[config.mk]
export PLATFORM = sky130hd
export DESIGN_NAME = jtag_uart_ctrl_sched
export DESIGN_NICKNAME = d
export VERILOG_FILES = /design/src/rtl/jtag_uart_pkg.sv /design/src/rtl/jtag_rr_arb2.sv /design/src/rtl/jtag_uart_ctrl_sched.sv
export SDC_FILE = /design/constraint.sdc
export NUM_CORES = 1
export LEC_CHECK = 0
export CAP_MARGIN = 5
export CORE_ASPECT_RATIO = 1.4
export CORE_MARGIN = 8
export CORE_UTILIZATION = 45
export CTS_CLUSTER_DIAMETER = 60
export DETAILED_ROUTE_END_ITERATION = 6
export GPL_TIMING_DRIVEN = 0
export PLACE_DENSITY = 0.78
export SLEW_MARGIN = 30
export SYNTH_ARGS = -nofsm -noshare
export SYNTH_HDL_FRONTEND = slang
export SYNTH_HIERARCHICAL = 1
export SYNTH_SLANG_ARGS = --single-unit
[constraint.sdc]
create_clock -name clk -period 6.1 [get_ports clk]
set_input_delay 1.22 -clock clk [delete_from_list [all_inputs] [get_ports clk]]
set_output_delay 1.22 -clock clk [all_outputs]
set_load 0.02 [all_outputs]
[src/rtl/jtag_uart_pkg.sv]
// Shared definitions for the vJTAGUart control-slave scheduler: register map,
// field positions and the scheduler state encoding.
package jtag_uart_pkg;

  localparam logic ADDR_DATA = 1'b0;
  localparam logic ADDR_CTRL = 1'b1;

  localparam int WSPACE_LSB = 16;
  localparam int RVALID_BIT = 15;

  typedef enum logic [2:0] {
    IDLE,
    RD_CTRL,
    CAP_CTRL,
    WRITE,
    RD_DATA,
    CAP_DATA
  } schedState_t;

endpackage

[src/rtl/jtag_rr_arb2.sv]
// Two-way round-robin arbiter; the pointer names the requester preferred when
// both are requesting and flips to the other side after each granted advance.
module jtag_rr_arb2 (
  input  logic       clk,
  input  logic       reset_n,
  input  logic [1:0] req,
  input  logic       advance,
  output logic       grant,
  output logic [1:0] gnt
);

  logic ptr;

  always_comb begin
    grant = (req == 2'b11) ? ptr : req[1];
    gnt   = 2'b00;
    if (req != 2'b00) gnt = grant ? 2'b10 : 2'b01;
  end

  always_ff @(posedge clk or negedge reset_n) begin
    if (!reset_n)                      ptr <= 1'b0;
    else if (advance && req != 2'b00)  ptr <= ~grant;
  end

endmodule

[src/rtl/jtag_uart_ctrl_sched.sv]
// Avalon master scheduling TX writes (credit gated, round-robin between two
// requesters) and periodic RX polls into the vJTAGUart control slave.
//
//   state    | meaning
//   IDLE     | choose next action: write, credit poll, rx poll or count down gap
//   RD_CTRL  | read strobe on the control register
//   CAP_CTRL | load write-space credits from readdata
//   WRITE    | write strobe with the granted byte, ready pulse to its owner
//   RD_DATA  | read strobe on the data register
//   CAP_DATA | capture rx byte if RVALID, reload poll gap
module jtag_uart_ctrl_sched
  import jtag_uart_pkg::*;
#(
  parameter int POLL_GAP = 16,
  parameter int CREDIT_W = 16
) (
  input  logic        clk,
  input  logic        reset_n,
  input  logic        tx0_valid,
  input  logic [7:0]  tx0_data,
  output logic        tx0_ready,
  input  logic        tx1_valid,
  input  logic [7:0]  tx1_data,
  output logic        tx1_ready,
  output logic        rx_valid,
  output logic [7:0]  rx_data,
  input  logic        rx_ready,
  output logic        avm_address,
  output logic        avm_read,
  output logic        avm_write,
  output logic [31:0] avm_writedata,
  input  logic [31:0] avm_readdata
);

  localparam logic [7:0] GAP_INIT = 8'(POLL_GAP);

  schedState_t         state;
  logic [7:0]          gap;
  logic [CREDIT_W-1:0] credits;
  logic                ctrlEmpty;
  logic                grant;
  logic [1:0]          gnt;
  logic                anyTx;
  logic                canWrite;
  logic [31:0]         wspace;
  logic [CREDIT_W-1:0] wspaceCredits;

  assign anyTx         = tx0_valid | tx1_valid;
  assign canWrite      = (state == IDLE) && anyTx && (credits != '0);
  assign wspace        = avm_readdata >> WSPACE_LSB;
  assign wspaceCredits = wspace[CREDIT_W-1:0];

  jtag_rr_arb2 u_arb (
    .clk     (clk),
    .reset_n (reset_n),
    .req     ({tx1_valid, tx0_valid}),
    .advance (canWrite),
    .grant   (grant),
    .gnt     (gnt)
  );

  always_ff @(posedge clk or negedge reset_n) begin
    if (!reset_n) begin
      state         <= IDLE;
      gap           <= GAP_INIT;
      credits       <= '0;
      ctrlEmpty     <= 1'b0;
      tx0_ready     <= 1'b0;
      tx1_ready     <= 1'b0;
      rx_valid      <= 1'b0;
      rx_data       <= 8'h00;
      avm_address   <= ADDR_DATA;
      avm_read      <= 1'b0;
      avm_write     <= 1'b0;
      avm_writedata <= 32'h0;
    end else begin
      tx0_ready     <= 1'b0;
      tx1_ready     <= 1'b0;
      avm_address   <= ADDR_DATA;
      avm_read      <= 1'b0;
      avm_write     <= 1'b0;
      avm_writedata <= 32'h0;
      if (rx_valid && rx_ready) rx_valid <= 1'b0;

      case (state)
        IDLE: begin
          if (canWrite) begin
            state         <= WRITE;
            avm_write     <= 1'b1;
            avm_writedata <= {24'h0, grant ? tx1_data : tx0_data};
            tx0_ready     <= gnt[0];
            tx1_ready     <= gnt[1];
            credits       <= credits - 1'b1;
          end else if (anyTx && (!ctrlEmpty || gap == 8'd0)) begin
            // an empty space report holds off the next credit poll until the gap expires
            state       <= RD_CTRL;
            avm_read    <= 1'b1;
            avm_address <= ADDR_CTRL;
          end else if (!rx_valid && gap == 8'd0) begin
            state    <= RD_DATA;
            avm_read <= 1'b1;
          end else if (gap != 8'd0) begin
            gap <= gap - 8'd1;
          end
        end
        RD_CTRL: state <= CAP_CTRL;
        CAP_CTRL: begin
          credits   <= wspaceCredits;
          ctrlEmpty <= (wspaceCredits == '0);
          if (wspaceCredits == '0) gap <= GAP_INIT;
          state     <= IDLE;
        end
        WRITE:   state <= IDLE;
        RD_DATA: state <= CAP_DATA;
        CAP_DATA: begin
          if (avm_readdata[RVALID_BIT]) begin
            rx_valid <= 1'b1;
            rx_data  <= avm_readdata[7:0];
          end
          gap   <= GAP_INIT;
          state <= IDLE;
        end
        default: state <= IDLE;
      endcase
    end
  end

endmodule
==> results.md <==
- Status: completed
- Synth top area cells: dfrtp_1, buf_4, mux2i_1
- Leak: 0.00172 uW
- Post-CTS Setup Inserts: 0
- Required time worst endpoint: 6.33 ns
- Die Height: 109 um
- Largest net degree at the start of global routing: 50
- Setup TNS: 0 ns
- Hold EP: gap[7]
- Worst R2R End: state[1]
- CTS Hold Bufs: 0
- Drt drc: 0
- Antenna cells: 0
- CP Class: input port to flip-flop
- Sequential area share after synthesis: 0.457
- Worst skew pair latency: 0.31 ns
- Flop2flop setup slack: 3.46 ns
- H-tree depth: 2
- Clock sink count: 51
- WP buf/inv: 1
- Reg-to-reg startpoint: credits[0]
- Total track usage: 0.165
- Vias in the first global route: 2544
- Initial Util: 0.456
- CP max-delay cell: or4b_4
- Final number of hold-violating endpoints: 0
- Std cell rows: 34
- Global-route wire length before repair: 11.8 mm
- Count of nets after finishing: 443
- Post-synth EDFFs: 0
- I/O Buffers: 67
- Drt initial violations: 159
- Final HPWL DP: 5.60 mm
- Detail Route Antenna Nets: 0
- Synth Cell Area: 2800 um2
- Hold-critical path depth: 1
- Fin area: 3800 um2
- WL per Instance: 15.9 um
- Top cell type's share of synthesized area: 0.448
- Fraction of layout cells with a size suffix above 1: 0.147
- Slew @ Worst Pin: 0.744 ns
- Final min period: 3.03 ns
- Ys async rst share: 1.00
- Synth-to-Final Area Change: 36.1%
- Worst ir drop on vdd: 0.000221 V
- Setup violators final: 0
- Clock tree buffer depth: 2
- Max_cap viols: 0
- Die area: 9030 um2
- CP max FO: 9
- R2r worst-path depth: 7
- CP Cell Sequence: clkdlybuf4s50_1 > o21ai_1 > or4b_4 > or3_1 > a31oi_1
- Rel. slew slack: 0.499
- CP top delay family: simple AND/OR/NAND/NOR gates
- Via density: 5.45
- Iteration count of the initial detailed-routing pass: 4
- Worst Clk Skew: 0.0123 ns
- Gp weighted congestion: 0.860
- Initial antenna violation count: 0
- Routed WL: 7.32 mm
- CP Launch Type: input port
- CP Capture Type: flip-flop
- DIE WIDTH: 82.6 um
- Placed Instance Area: 3670 um2
- Post-cts sizing count: 0
- I/O pin count: 99
- Area leader, netlist: dfrtp_1
- Most common flop cell mapped by yosys: dfrtp_1
- FMAX: 331 MHz
- Gate Count Post-Synth: 289
- CTS tree: yes
- Post-synthesis cell type count: 57
- Overflow after GRT: 0
- Hold Startpoint: gap[7]
- Clock slew seen by the registers of the worst setup and hold paths: 0.10 ns
- RSZ-0062 raised after global routing: no
- Data arrival, critical path: 3.26 ns
- TritonCTS buffer count: 5
- Root buffer cell: clkbuf_8
- Synthesized area per cell: 9.67 um2
- Crit share post-route: 0.496
- Largest stage delay on the critical path: 0.67 ns
- Synthesis warning total: 6
- Power Density: 371 nW/um2
- Vias: 2508
- Hold Crit Class: flip-flop to flip-flop
- Core Box Area: 6130 um2
- Pins over their slew limit: 0
- FF+latch count, synth: 51
area by class of cell:
cell class,instances,area [um2]
Clock inverter,3,67.6
Clock buffer,5,68.8
Multi-Input combinational cell,216,1340
Tap cell,72,90.1
Buffer,34,221
Timing Repair Buffer,68,696
Inverter,11,41.3
Sequential cell,51,1280
Fill cell,530,2320
power breakdown:
group	switching (uW)	total (uW)	internal (uW)
Sequential	103	545	442
Combinational	335	584	249
Clock	119	282	164
layout by cell type, fill, tap and decap left out, drive strengths merged, types with 2 or more instances in the layout:
master,netlist,layout
o211a,2,2
buf,28,30
mux2,8,8
o211ai,3,3
clkdlybuf4s50,0,66
a21oi,7,7
o22ai,3,3
and2,3,3
mux2i,9,9
nand3,12,12
and3,2,2
nand4,3,3
ha,3,3
inv,11,11
conb,1,24
nor3,12,12
a21boi,5,5
o311ai,3,3
o21a,4,4
a211oi,2,2
clkbuf,6,11
a31oi,8,8
nor2,23,23
or4,4,4
o21ai,17,17
nor4,12,12
dfrtp,50,50
a21o,2,2
nand2,22,22
o221a,2,2
xnor2,2,2
bufinv,0,2
or3,4,4
metrics by stage:
stage                     cells  worst slack, ns  total power (uW)   util  hold slack (ns)
after floorplan             312             3.60               925      -            0.459
after global placement      451             2.28              1110  0.595            0.476
after global routing        460             2.93              1510  0.621            0.543
after CTS                   460             3.11              1410  0.621            0.503
final                       460             3.07              1410  0.621            0.503
after detailed placement    452             2.80              1130  0.599            0.491
cell usage after synthesis (all sizes together) (2+ instances only):
cell type	instances
dfrtp	50
buf	28
nor2	23
nand2	22
o21ai	17
nand3	12
nor3	12
nor4	12
inv	11
mux2i	9
a31oi	8
mux2	8
a21oi	7
clkbuf	6
a21boi	5
o21a	4
or3	4
or4	4
and2	3
ha	3
nand4	3
o211ai	3
o22ai	3
o311ai	3
a211oi	2
a21o	2
and3	2
o211a	2
o221a	2
xnor2	2
registers in the layout (all words and copies together) (netlist names):
register,cells
credits,16
avm_read,1
state,3
avm_writedata,8
gap,8
tx1_ready,1
u_arb/ptr,1
avm_write,1
tx0_ready,1
rx_valid,1
rx_data,8
ctrlEmpty,1
avm_address,1
worst reg2reg max path: stages, from the launching register on:
cell      delay, ns
dfrtp_1        0.48
inv_1          0.11
ha_1           0.23
nor4b_1        0.32
nand4_1        0.37
nand2_1        0.41
clkbuf_1       0.41
o21ai_0        0.17
worst max-delay path by stage:
stage	start	end	slack, ns	depth (start not counted)
4_1_cts	tx1_valid	credits[15]	3.11	5
5_1_grt	tx1_valid	state[1]	2.93	6
3_3_place_gp	reset_n	rx_data[1]	2.28	1
2_1_floorplan	tx1_valid	credits[15]	3.60	4
6_report	tx1_valid	credits[15]	3.07	5
3_5_place_dp	tx1_valid	credits[15]	2.80	5
per-layer routing:
layer / part of all wire / global-route usage / vias up
met4: 0.025 / 0.0767 / 0
met2: 0.56 / 0.302 / 85
met1: 0.36 / 0.176 / 1203
li1: - / - / 1205
met5: 0 / 0 / -
met3: 0.062 / 0.0264 / 15
cells by family after synthesis:
group / after synthesis / synth area share
XOR/XNOR: 3 / 0.00940
other: 1 / 0.00134
AO/OA/AOI/OAI: 62 / 0.148
flip-flops: 51 / 0.457
multiplexers: 17 / 0.0645
AND/OR/NAND/NOR: 107 / 0.212
buffers and inverters: 45 / 0.0940
adder cells (fa/ha/maj): 3 / 0.0134
Note: power is estimated with default switching activity, not from simulation.
